--- src/rtl/auto_pets_pkg.sv ---
// auto_pets_pkg: shared battle FSM state type and default team/stat/round constants.
package auto_pets_pkg;
  typedef enum logic [1:0] {IDLE, FIGHT, DONE} battle_state_t;
  localparam int TEAM_SIZE  = 5;
  localparam int STAT_W     = 8;
  localparam int MAX_ROUNDS = 255;
endpackage

--- src/rtl/pet_clash.sv ---
// pet_clash: one simultaneous clash with saturating damage and faint detection.
module pet_clash #(
  parameter int STAT_W = auto_pets_pkg::STAT_W
) (
  input  logic [STAT_W-1:0] p_atk,
  input  logic [STAT_W-1:0] p_hp,
  input  logic [STAT_W-1:0] e_atk,
  input  logic [STAT_W-1:0] e_hp,
  output logic [STAT_W-1:0] p_hp_n,
  output logic [STAT_W-1:0] e_hp_n,
  output logic              p_faint,
  output logic              e_faint
);
  assign p_hp_n  = p_hp > e_atk ? p_hp - e_atk : '0;
  assign e_hp_n  = e_hp > p_atk ? e_hp - p_atk : '0;
  assign p_faint = p_hp_n == '0;
  assign e_faint = e_hp_n == '0;
endmodule

--- src/rtl/battle_engine.sv ---
// battle_engine: captures two teams and fights them front-to-back, one clash per cycle.
// Define BATTLE_ROUNDS_OUT_EN to expose the round counter on roundCount.
module battle_engine #(
  parameter int TEAM_SIZE  = auto_pets_pkg::TEAM_SIZE,
  parameter int STAT_W     = auto_pets_pkg::STAT_W,
  parameter int MAX_ROUNDS = auto_pets_pkg::MAX_ROUNDS
) (
  input  logic                        clk,
  input  logic                        reset,
  input  logic                        actionFight,
  input  logic [TEAM_SIZE*STAT_W-1:0] playerAtk,
  input  logic [TEAM_SIZE*STAT_W-1:0] playerHp,
  input  logic [2:0]                  playerCount,
  input  logic [TEAM_SIZE*STAT_W-1:0] enemyAtk,
  input  logic [TEAM_SIZE*STAT_W-1:0] enemyHp,
  input  logic [2:0]                  enemyCount,
  output logic                        busy,
  output logic                        battleDone,
  output logic                        battleWin,
  output logic                        battleDraw
`ifdef BATTLE_ROUNDS_OUT_EN
  ,
  output logic [7:0]                  roundCount
`endif
);
  import auto_pets_pkg::*;
  battle_state_t state;
  logic [STAT_W-1:0] p_atk [TEAM_SIZE];
  logic [STAT_W-1:0] p_hp  [TEAM_SIZE];
  logic [STAT_W-1:0] e_atk [TEAM_SIZE];
  logic [STAT_W-1:0] e_hp  [TEAM_SIZE];
  logic [2:0] p_cnt, e_cnt, p_idx, e_idx, np, ne, pc_in, ec_in;
  logic [7:0] rounds, nr;
  logic [STAT_W-1:0] p_hp_n, e_hp_n;
  logic p_faint, e_faint, p_exh, e_exh, cap;

  pet_clash #(.STAT_W(STAT_W)) u_clash (
    .p_atk(p_atk[p_idx]), .p_hp(p_hp[p_idx]),
    .e_atk(e_atk[e_idx]), .e_hp(e_hp[e_idx]),
    .p_hp_n(p_hp_n), .e_hp_n(e_hp_n),
    .p_faint(p_faint), .e_faint(e_faint)
  );

  // counts beyond the team size are clamped so indices never leave the arrays
  always_comb begin
    pc_in = playerCount > 3'(TEAM_SIZE) ? 3'(TEAM_SIZE) : playerCount;
    ec_in = enemyCount > 3'(TEAM_SIZE) ? 3'(TEAM_SIZE) : enemyCount;
    np    = p_idx + 3'(p_faint);
    ne    = e_idx + 3'(e_faint);
    nr    = rounds + 8'd1;
    p_exh = np == p_cnt;
    e_exh = ne == e_cnt;
    cap   = nr == 8'(MAX_ROUNDS);
  end

  assign busy       = state != IDLE;
  assign battleDone = state == DONE;
`ifdef BATTLE_ROUNDS_OUT_EN
  assign roundCount = rounds;
`endif

  always_ff @(posedge clk or posedge reset) begin
    if (reset) begin
      state      <= IDLE;
      p_cnt      <= '0;
      e_cnt      <= '0;
      p_idx      <= '0;
      e_idx      <= '0;
      rounds     <= '0;
      battleWin  <= 1'b0;
      battleDraw <= 1'b0;
      for (int i = 0; i < TEAM_SIZE; i++) begin
        p_atk[i] <= '0;
        p_hp[i]  <= '0;
        e_atk[i] <= '0;
        e_hp[i]  <= '0;
      end
    end else begin
      case (state)
        IDLE: if (actionFight) begin
          for (int i = 0; i < TEAM_SIZE; i++) begin
            p_atk[i] <= playerAtk[i*STAT_W +: STAT_W];
            p_hp[i]  <= playerHp[i*STAT_W +: STAT_W];
            e_atk[i] <= enemyAtk[i*STAT_W +: STAT_W];
            e_hp[i]  <= enemyHp[i*STAT_W +: STAT_W];
          end
          p_cnt      <= pc_in;
          e_cnt      <= ec_in;
          p_idx      <= '0;
          e_idx      <= '0;
          rounds     <= '0;
          // an empty team resolves at capture with the same win/draw rule
          battleWin  <= pc_in != 3'd0 && ec_in == 3'd0;
          battleDraw <= pc_in == 3'd0 && ec_in == 3'd0;
          state      <= (pc_in == 3'd0 || ec_in == 3'd0) ? DONE : FIGHT;
        end
        FIGHT: begin
          p_hp[p_idx] <= p_hp_n;
          e_hp[e_idx] <= e_hp_n;
          p_idx       <= np;
          e_idx       <= ne;
          rounds      <= nr;
          if (p_exh || e_exh || cap) begin
            state      <= DONE;
            battleWin  <= e_exh && !p_exh;
            battleDraw <= (p_exh && e_exh) || (cap && !p_exh && !e_exh);
          end
        end
        default: state <= IDLE;
      endcase
    end
  end
endmodule

--- config.mk ---
export PLATFORM = sky130hd
export DESIGN_NAME = battle_engine
export DESIGN_NICKNAME = d
export VERILOG_FILES = /design/src/rtl/auto_pets_pkg.sv /design/src/rtl/pet_clash.sv /design/src/rtl/battle_engine.sv
export SDC_FILE = /design/constraint.sdc
export NUM_CORES = 1
export LEC_CHECK = 0
export ABC_AREA = 0
export CORE_MARGIN = 3
export CORE_UTILIZATION = 54
export CTS_CLUSTER_DIAMETER = 80
export DETAILED_ROUTE_END_ITERATION = 10
export HOLD_SLACK_MARGIN = 0.02
export PLACE_DENSITY = 0.79
export SLEW_MARGIN = 20
export SYNTH_ARGS = -nofsm -noshare
export SYNTH_HDL_FRONTEND = slang
export SYNTH_HIERARCHICAL = 1
export SYNTH_SLANG_ARGS = --single-unit
export TNS_END_PERCENT = 50
--- constraint.sdc ---
create_clock -name clk -period 7.3 [get_ports clk]
set_input_delay 0.73 -clock clk [delete_from_list [all_inputs] [get_ports clk]]
set_output_delay 0.73 -clock clk [all_outputs]
set_load 0.01 [all_outputs]
==> results of run 1 <==
path summary, 6_finish.rpt:
kind | to | start | slack (ns) | cells after the start
worst max-delay path | battleDraw | e_idx[1] | 1.98 | 20
worst min-delay path | p_hp[11] | p_hp[11] | 0.48 | 2
worst max register to register | battleDraw | e_idx[1] | 1.98 | 20
worst min register to register | p_hp[11] | p_hp[11] | 0.48 | 2
max in group asynchronous | e_hp[31] | reset | 5.18 | 3
min in group asynchronous | p_atk[30] | reset | 0.87 | 2
per-stage QoR:
step | hold slack [ns] | worst slack [ns] | total power (W) | std cells
floorplan | 0.444 | 1.57 | 0.00459 | 979
global placement | 0.458 | 2.27 | 0.00536 | 1328
detailed placement | 0.469 | 2.11 | 0.00549 | 1328
CTS | 0.484 | 2.08 | 0.00644 | 1359
global route | 0.495 | 1.62 | 0.00698 | 1359
finish | 0.482 | 1.98 | 0.00649 | 1359
cells in the mapped netlist (3+ instances only):
| cell type | instances | share of area (%) |
|---|---|---|
| a21o_1 | 5 | 0.37 |
| a21oi_1 | 26 | 1.3 |
| a21oi_2 | 8 | 0.70 |
| a22o_1 | 5 | 0.43 |
| a22oi_1 | 93 | 6.9 |
| a31oi_1 | 7 | 0.43 |
| and2_1 | 19 | 1.2 |
| buf_1 | 3 | 0.11 |
| buf_2 | 22 | 1.1 |
| buf_4 | 12 | 0.89 |
| clkbuf_1 | 23 | 0.86 |
| dfrtp_1 | 184 | 46 |
| ha_1 | 22 | 2.7 |
| inv_1 | 50 | 1.9 |
| mux2_2 | 91 | 10 |
| mux2i_1 | 4 | 0.40 |
| mux4_2 | 19 | 4.3 |
| nand2_1 | 115 | 4.3 |
| nand3_1 | 10 | 0.50 |
| nand4_1 | 4 | 0.25 |
| nor2_1 | 44 | 1.6 |
| nor2b_1 | 13 | 0.81 |
| nor3_1 | 3 | 0.15 |
| nor3_2 | 3 | 0.30 |
| o21ai_0 | 111 | 5.5 |
| o22ai_1 | 23 | 1.4 |
| xnor2_1 | 11 | 0.96 |
| xor2_1 | 10 | 0.87 |
state kept, by name, indices dropped and copies added, names as in the netlist:
signal / cells
e_atk: 40
e_hp: 40
p_atk: 40
p_hp: 40
rounds: 8
e_cnt: 3
e_idx: 3
p_cnt: 3
p_idx: 3
state: 2
battleDraw: 1
battleWin: 1
logic make-up after synthesis:
family,after synthesis,share of synthesized area [%]
AOI/OAI and AO/OA,298,18.9
and+or+nand+nor,225,10.2
DFF,184,45.7
muxes,114,14.8
buffers and inverters,111,4.87
adders and majority gates,24,3.13
xor gates and xnor gates,23,2.27
metal layers:
metal / global-route usage [%] / vias up / share of wire [%]
met5: 0 / - / 0
met4: 7.40 / 0 / 2.1
met3: 5.04 / 40 / 5.4
met2: 42.6 / 282 / 50
met1: 36.6 / 3967 / 43
li1: - / 3804 / -
worst reg2reg max path: cells and delay by family (launching register included):
family                   cells  cell delay [ns]
AND/OR/NAND/NOR              5             1.44
AO/OA/AOI/OAI                7             1.16
flip-flops                   1             1.05
adder cells (fa/ha/maj)      4             0.92
XOR/XNOR                     2             0.46
buffers and inverters        2             0.15
layout make-up:
cell class | count | area share, %
inverters | 50 | 1.55
clock inverters | 14 | 1.33
repair buffers | 181 | 14.4
clock buffers | 17 | 3.42
well taps | 229 | 2.30
multi-input cells | 684 | 40.1
flip-flops and latches | 184 | 37.0
power by group:
group / switching [W] / total (W) / internal (W)
Sequential: 0.000335 / 0.00183 / 0.00149
Combinational: 0.00210 / 0.00372 / 0.00162
Clock: 0.000429 / 0.000943 / 0.000514
Total: 0.00286 / 0.00649 / 0.00363
==> qor.yml, run 1 <==
status: "completed"
max-vdd-ir-drop_uv: 522
synthCells: 979
wl_per_cell_um: 19.5
dr.pass1.iters: 8
core_area_um2: 18100
fin_setup_tns_ns: 0
cts_tree: "done"
syn_avg_cell_area_um2: 10.3
portBuffers: 172
synth_area_um2: 10100
cts.sinks: 184
yosysWarnings: 6
ant_nets: 0
rsz0062_at_grt: "false"
htree_levels: 4
first_iter_violations: 708
cts_resized: 0
ios: 173
via_count: 8093
cts.hold.buffers_added: 0
fmaxAchievable_mhz: 188
cp_max_fo: 26
cp.required_ns: 7.59
crit_buf_inv: 2
final_nets: 1311
clockBufferDepth: 2
slew_viol_final: 0
drc_errors: 0
die_w_um: 143
grt_pass1_vias: 7952
final_area_um2: 12500
avgViaCountPerCell: 5.96
multi_input_area_um2: 4990
crit_chain: "nor2_1 > and2_1 > nand2_1 > o21ai_0 > inv_1 > ha_1 > inv_1 > fa_1 > a21o_1 > a21oi_2 > xnor2_1 > nor4bb_1 > a31o_1 > ha_1 > ha_1 > xnor3_1 > nand3_1 > a21oi_1 > a31oi_1 > a32oi_1"
fin_util_pct: 68.6
period_minus_slack_ns: 5.32
syn_nets: 1172
worstPathArrival_ns: 5.61
grt_pass1_wl_mm: 42.4
slowest_delay_ns: 1.05
layout_commonest_cell: "dfrtp_1"
gr-usage-all-layers_pct: 26.3
drive_above_1_share_pct: 15.8
synth-seq-cells: 184
gp_congestion: 0.974
fin_crit_sh_pct: 72.9
cts-root-buf: "clkbuf_16"
wirelength_mm: 26.5
syn2layout_area_growth_pct: 23.7
path_delay_family: "simple AND/OR/NAND/NOR gates"
cpMaxStageDelayCell: "dfrtp_1"
max-slew-margin-rel_pct: 27.3
hp-class: "flop to flop"
diodes: 0
cp_common_cell: "ha_1"
clkLatencyLatePin_ns: 0.43
setup_viol: 0
numCtsBuffers: 17
initial_core_util_pct: 55.5
synth_seq_area_share_pct: 45.7
crit_path_end_kind: "flop"
dp_hpwl_mm: 18.9
worst_pin_slew_ns: 1.09
post_cts_buffers: 0
power.density_nw_per_um2: 521
ys.flop_type: "dfrtp_1"
synth_cell_types: 59
final_cell_mix: "184 x dfrtp_1, 172 x clkdlybuf4s50_1, 115 x nand2_1"
cap_violations: 0
nFillCells: 1411
dieArea_um2: 20300
place_area_um2: 11900
skew_ns: 0.0109
start_kind: "flop"
grt_max_degree: 103
die_h_um: 143
overflow: 0
leakagePower_nw: 5.13
cts.clk_slew.worst_paths_ns: 0.07
antenna_found_initial: 0
synthArstFlopShare_pct: 100
critPathKind: "flop to flop"
rows: 49
seq_area_um2: 4600
hold_violations: 0
synth-edff-count: 0
Power figures use the tool's default switching activity.
==> run 2, diff against run 1 <==
Settings changed: CORE_UTILIZATION 54 to 49, PLACE_DENSITY 0.79 to 0.76.
Clock period 7.3 ns to 4.85 ns, I/O delays scaled along.
==> run 2 against run 1 <==
  * Worst hold slack worse by 0.0015 ns
  * Die area is 9.8% higher
  * Register-to-register slack worse by 1.7 ns
  * Power is 53% higher
  * Global-route usage is 1.6 points lower
  * Critical path depth is 1 lower
  * Wire length is 3.1% higher
==> qor.yml, run 2 (same netlist as run 1, synthesis figures left out) <==
status: "completed"
wirelength_mm: 27.3  # +3.1%
rows: 51  # +4.1%
fmaxAchievable_mhz: 221  # +17%
final_cell_mix: "180 x dfrtp_1, 172 x clkdlybuf4s50_1, 115 x nand2_1"
dp_hpwl_mm: 20.1  # +6.3%
gp_congestion: 0.969  # -0.57%
cp_common_cell: "ha_1"
hold_violations: 0  # unchanged
worstPathArrival_ns: 4.80  # -0.81 ns
seq_area_um2: 4610  # +0.16%
dr.pass1.iters: 6  # -2
max-slew-margin-rel_pct: 31.2  # +3.9 points
min_from: "p_hp[38]"
clockBufferDepth: 2  # unchanged
cts.hold.buffers_added: 0  # unchanged
die_h_um: 149  # +4.8%
fin_crit_sh_pct: 93.5  # +21 points
diodes: 0  # unchanged
crit_chain: "nor2_1 > and2_1 > nand2_1 > o21ai_0 > ha_1 > inv_1 > fa_1 > a21o_1 > a21oi_2 > xnor2_1 > nor4bb_1 > a31o_1 > ha_1 > ha_1 > xnor3_1 > nand3_1 > a21oi_1 > a31oi_2 > a32oi_1"
slowest_delay_ns: 0.58  # -0.47 ns
fin_setup_tns_ns: 0  # unchanged
nFillCells: 1584  # +12%
wl_per_cell_um: 19.3  # -0.87%
syn2layout_area_growth_pct: 25.9
cts-root-buf: "clkbuf_16"
min_path_cells: 2  # unchanged
rsz0062_at_grt: "false"
p_total_w: 0.00991  # +53%
clkLatencyLatePin_ns: 0.44  # about the same
htree_levels: 4  # unchanged
crit-reg2reg-launch: "p_idx[0]"
dieArea_um2: 22300  # +9.8%
skew_ns: 0.0121  # +0.00111 ns
drc_errors: 0  # unchanged
grt_pass1_wl_mm: 43.4  # +2.4%
cap_violations: 0  # unchanged
portBuffers: 172  # unchanged
leakagePower_nw: 5.22  # +1.9%
grt_max_degree: 185  # +80%
busiest_layer: "met2"
critPathKind: "flop to flop"
setup_viol: 0  # unchanged
overflow: 0  # unchanged
cts_tree: "done"
crit_path_end_kind: "flop"
cts_resized: 0  # unchanged
period_minus_slack_ns: 4.53  # -0.786 ns
max-vdd-ir-drop_uv: 514  # -1.4%
power.density_nw_per_um2: 782  # +50%
numCtsBuffers: 17  # unchanged
cp_max_fo: 13  # -50%
layout_commonest_cell: "dfrtp_1"
min_to: "p_hp[38]"
reg2reg_to: "battleDraw"
antenna_found_initial: 0  # unchanged
use_met2_pct: 39.8  # -2.7 points
cts.sinks: 184  # unchanged
avgViaCountPerCell: 5.84  # -1.9%
slew_viol_final: 0  # unchanged
r2r_cells: 19  # -5.0%
grt_pass1_vias: 8314  # +4.6%
ant_nets: 0  # unchanged
initial_core_util_pct: 50.7  # -4.7 points
cts.clk_slew.worst_paths_ns: 0.07  # about the same
multi_input_area_um2: 5000  # +0.25%
drive_above_1_share_pct: 17.8  # +1.9 points
worst-r2r-setup-slack_ns: 0.32  # -1.66 ns
cpMaxStageDelayCell: "dfrtp_4"
start_kind: "flop"
die_w_um: 149  # +4.8%
worst_pin_slew_ns: 1.03  # -0.0586 ns
cp.required_ns: 5.12  # -2.47 ns
hp-class: "flop to flop"
instances_no_fill: 1414  # +4.0%
via_count: 8258  # +2.0%
final_nets: 1329  # +1.4%
grt.met1_usage_pct: 33.5  # -3.1 points
first_iter_violations: 649  # -8.3%
ios: 173  # unchanged
fin_util_pct: 63.9  # -4.8 points
gr-usage-all-layers_pct: 24.7  # -1.6 points
grt_use_met3_pct: 5.59  # +0.55 points
core_area_um2: 19800  # +9.4%
dp_cells: 1382  # +4.1%
post_cts_buffers: 0  # unchanged
## run 2: changes by cell type in the layout (fill, tap and decap cells not counted), sizes merged
| cell | previous run | this run |
|---|---|---|
| clkinv | 2 | 3 |
| inv | 57 | 58 |
| bufinv | 2 | 1 |
| buf | 9 | 27 |
## run 2: where the power goes
group          internal, W  switching, W
registers          0.00225      0.000468
logic              0.00251       0.00326
clock network     0.000740      0.000677
total              0.00550       0.00441
## run 2: critical path: cells and delay by family (launching register included)
kind                     cells  cell delay (ns)
flip-flops                   1             0.58
buffers and inverters        1             0.07
XOR/XNOR                     2             0.48
adder cells (fa/ha/maj)      4             0.98
AND/OR/NAND/NOR              5             1.13
AO/OA/AOI/OAI                7             1.11
## run 2: final cells by class
type | count | share of cell area (%)
clock buffer | 17 | 3.36
clock inverter | 15 | 1.38
inverter | 50 | 1.51
multi-input combinational | 684 | 39.5
sequential | 184 | 36.4
tap | 265 | 2.62
timing repair buffer | 199 | 15.3
## run 2: through the flow
stage	hold WS, ns	area [um^2]	setup slack, ns
5_1_grt	0.504	12700	0.0162
3_5_place_dp	0.469	12000	0.187
6_report	0.481	12700	0.318
2_1_floorplan	0.444	10100	0.605
3_3_place_gp	0.456	12000	0.383
4_1_cts	0.485	12600	0.167
## run 2: how the worst max path moves through the flow
stage                     slack, ns  cells past startpoint  startpoint         end
after floorplan                0.60                     21    e_idx[0]   battleWin
after global placement         0.38                     18    p_idx[0]  battleDraw
after detailed placement       0.19                     20    p_idx[0]  battleDraw
after CTS                      0.17                     20    p_idx[0]  battleDraw
after global routing           0.02                     19    e_idx[0]  battleDraw
final                          0.32                     19    p_idx[0]  battleDraw
## run 2: per-layer routing
layer  vias up  share of wire, %
li1       3845                 -
met2       309                48
met1      4057                42
met4         0               2.3
met3        47               7.1
met5         -                 0
==> run 3, diff against run 2 <==
Settings changed: CORE_UTILIZATION 49 to 50, CTS_BUF_LIST set to sky130_fd_sc_hd__clkbuf_2, PLACE_DENSITY 0.76 to 0.77.
==> run 3 against run 2 <==
  * Sequential share of layout area up 0.88 points
  * Worst hold slack worse by 0.19 ns
  * Combinational power about the same
  * Worst setup slack worse by 0.11 ns
  * First-iteration DRC count up 2.5%
  * Critical path depth unchanged
  * Clock skew up 0.037 ns
  * Largest power group unchanged
==> qor.yml, run 3 (same netlist as run 1, synthesis figures left out) <==
status: "completed"
hp-class: "primary input to flop"
dp_hpwl_mm: 20.2  # about the same
dieArea_um2: 21900  # -1.9%
syn2layout_area_growth_pct: 22.9
antenna_found_initial: 1  # +1
grt_pass1_wl_mm: 43.3  # -0.16%
clkLatencyLatePin_ns: 0.78  # +0.34 ns
numCtsBuffers: 17  # unchanged
final_cell_mix: "180 x dfrtp_1, 172 x clkdlybuf4s50_1, 115 x nand2_1"
fmaxAchievable_mhz: 216  # -2.3%
ant_nets: 0  # unchanged
fin_setup_tns_ns: 0  # unchanged
leakagePower_nw: 5.11  # -2.3%
critPathKind: "flop to flop"
cts.sinks: 184  # unchanged
portBuffers: 172  # unchanged
setup_viol: 0  # unchanged
wirelength_met1_mm: 11.5  # about the same
final_nets: 1329  # unchanged
cpMaxStageDelayCell: "dfrtp_1"
overflow: 0  # unchanged
via_count: 8226  # -0.39%
wirelength_mm: 27.4  # +0.15%
gp_congestion: 0.939  # -3.1%
nFillCells: 1649  # +4.1%
met2_length_mm: 13.2  # -0.45%
grt_max_degree: 185  # unchanged
period_minus_slack_ns: 4.64  # +0.106 ns
wl_per_cell_um: 19.3  # about the same
layout_commonest_cell: "dfrtp_1"
ios: 173  # unchanged
die_w_um: 148  # -0.96%
initial_core_util_pct: 51.2  # +0.49 points
cap_violations: 0  # unchanged
power.density_nw_per_um2: 755  # -3.5%
hold-worst-slack_ns: 0.289  # -0.192 ns
clockBufferDepth: 2  # unchanged
top_layer_used: "met4"
cp_common_cell: "ha_1"
seq_area_um2: 4610  # about the same
slew_viol_final: 0  # unchanged
first_iter_violations: 665  # +2.5%
pre_cts_slack_ns: 0.198  # +0.0112 ns
cts_tree: "done"
p_total_w: 0.00933  # -5.8%
gr-usage-all-layers_pct: 24.9  # +0.25 points
max-vdd-ir-drop_uv: 385  # -25%
cp_max_fo: 17  # +4
drc_errors: 0  # unchanged
cts.clk_slew.worst_paths_ns: 0.33  # +0.26 ns
drive_above_1_share_pct: 17.6  # -0.17 points
hold_violations: 0  # unchanged
fin_crit_sh_pct: 95.6  # +2.2 points
slowest_delay_ns: 0.68  # +0.10 ns
wl_met3_mm: 2.09  # +7.6%
rows: 51  # unchanged
worstPathArrival_ns: 5.29  # +0.49 ns
avgViaCountPerCell: 5.81  # -0.46%
cp.required_ns: 5.50  # +0.38 ns
cts-root-buf: "clkbuf_2"
crit_chain: "buf_12 > nor2b_1 > a22oi_1 > o22ai_1 > inv_1 > ha_1 > nor2_1 > nor2_1 > a21oi_1 > xor2_1 > nor4bb_1 > a31o_1 > ha_1 > ha_1 > xnor3_1 > nand3_1 > a21oi_1 > a31oi_1 > a2bb2oi_1"
max-slew-margin-rel_pct: 28.5  # -2.8 points
skew_ns: 0.0494  # +0.0373 ns
worst_pin_slew_ns: 1.07  # +0.0414 ns
cts.hold.buffers_added: 0  # unchanged
postLayoutSetupSlackWorst_ns: 0.211  # -0.106 ns
dr.pass1.iters: 7  # +1
crit_path_end_kind: "flop"
start_kind: "flop"
die_h_um: 148  # -0.96%
multi_input_area_um2: 4990  # -0.30%
core_area_um2: 19700  # -0.96%
htree_levels: 4  # unchanged
grt_pass1_vias: 8136  # -2.1%
## run 3: area by class of cell
class,count,share of cell area (%)
multi-input cells,684,40.3
flip-flops and latches,184,37.3
repair buffers,199,15.9
well taps,265,2.68
clock inverters,15,1.62
inverters,50,1.55
clock buffers,17,0.688
diodes,1,0.0202
## run 3: critical path: cells and delay by family, from the launching register on
kind	cells	cell delay (ns)
buffers and inverters	2	0.34
adder cells (fa/ha/maj)	3	0.76
AND/OR/NAND/NOR	5	0.95
XOR/XNOR	2	0.54
flip-flops	1	0.68
AO/OA/AOI/OAI	7	1.28
## run 3: where the power goes
group / switching, W / internal [W]
Sequential: 0.000480 / 0.00224
Clock: 0.000635 / 0.000233
Combinational: 0.00323 / 0.00252
Total: 0.00435 / 0.00499
## run 3: final timing paths
path / end / startpoint / depth (start not counted) / slack, ns
worst max-delay path: battleWin / p_idx[2] / 19 / 0.21
worst min-delay path: e_atk[11] / enemyAtk[27] / 2 / 0.29
min in group asynchronous: p_atk[13] / reset / 3 / 0.32
worst max register to register: battleWin / p_idx[2] / 19 / 0.21
max in group asynchronous: e_hp[17] / reset / 3 / 3.82
worst min register to register: e_hp[17] / e_hp[17] / 2 / 0.52
## run 3: through the flow
stage	util, %	std cells	area [um^2]
2_1_floorplan	-	979	10100
3_3_place_gp	61.2	1378	12000
3_5_place_dp	61.2	1378	12000
4_1_cts	62.6	1410	12300
5_1_grt	62.9	1415	12400
6_report	62.9	1415	12400
## run 3: per-layer routing
metal | up-vias | global-route usage, %
met5 | - | 0
met4 | 0 | 6.74
met3 | 43 | 5.06
met2 | 369 | 39.5
met1 | 3980 | 35.4
li1 | 3834 | -
## run 3: timing repair
item | in CTS | in global routing
endpoints found under the setup margin | 0 | 3
buffers inserted | 0 | 4
gates resized for setup | 0 | 5
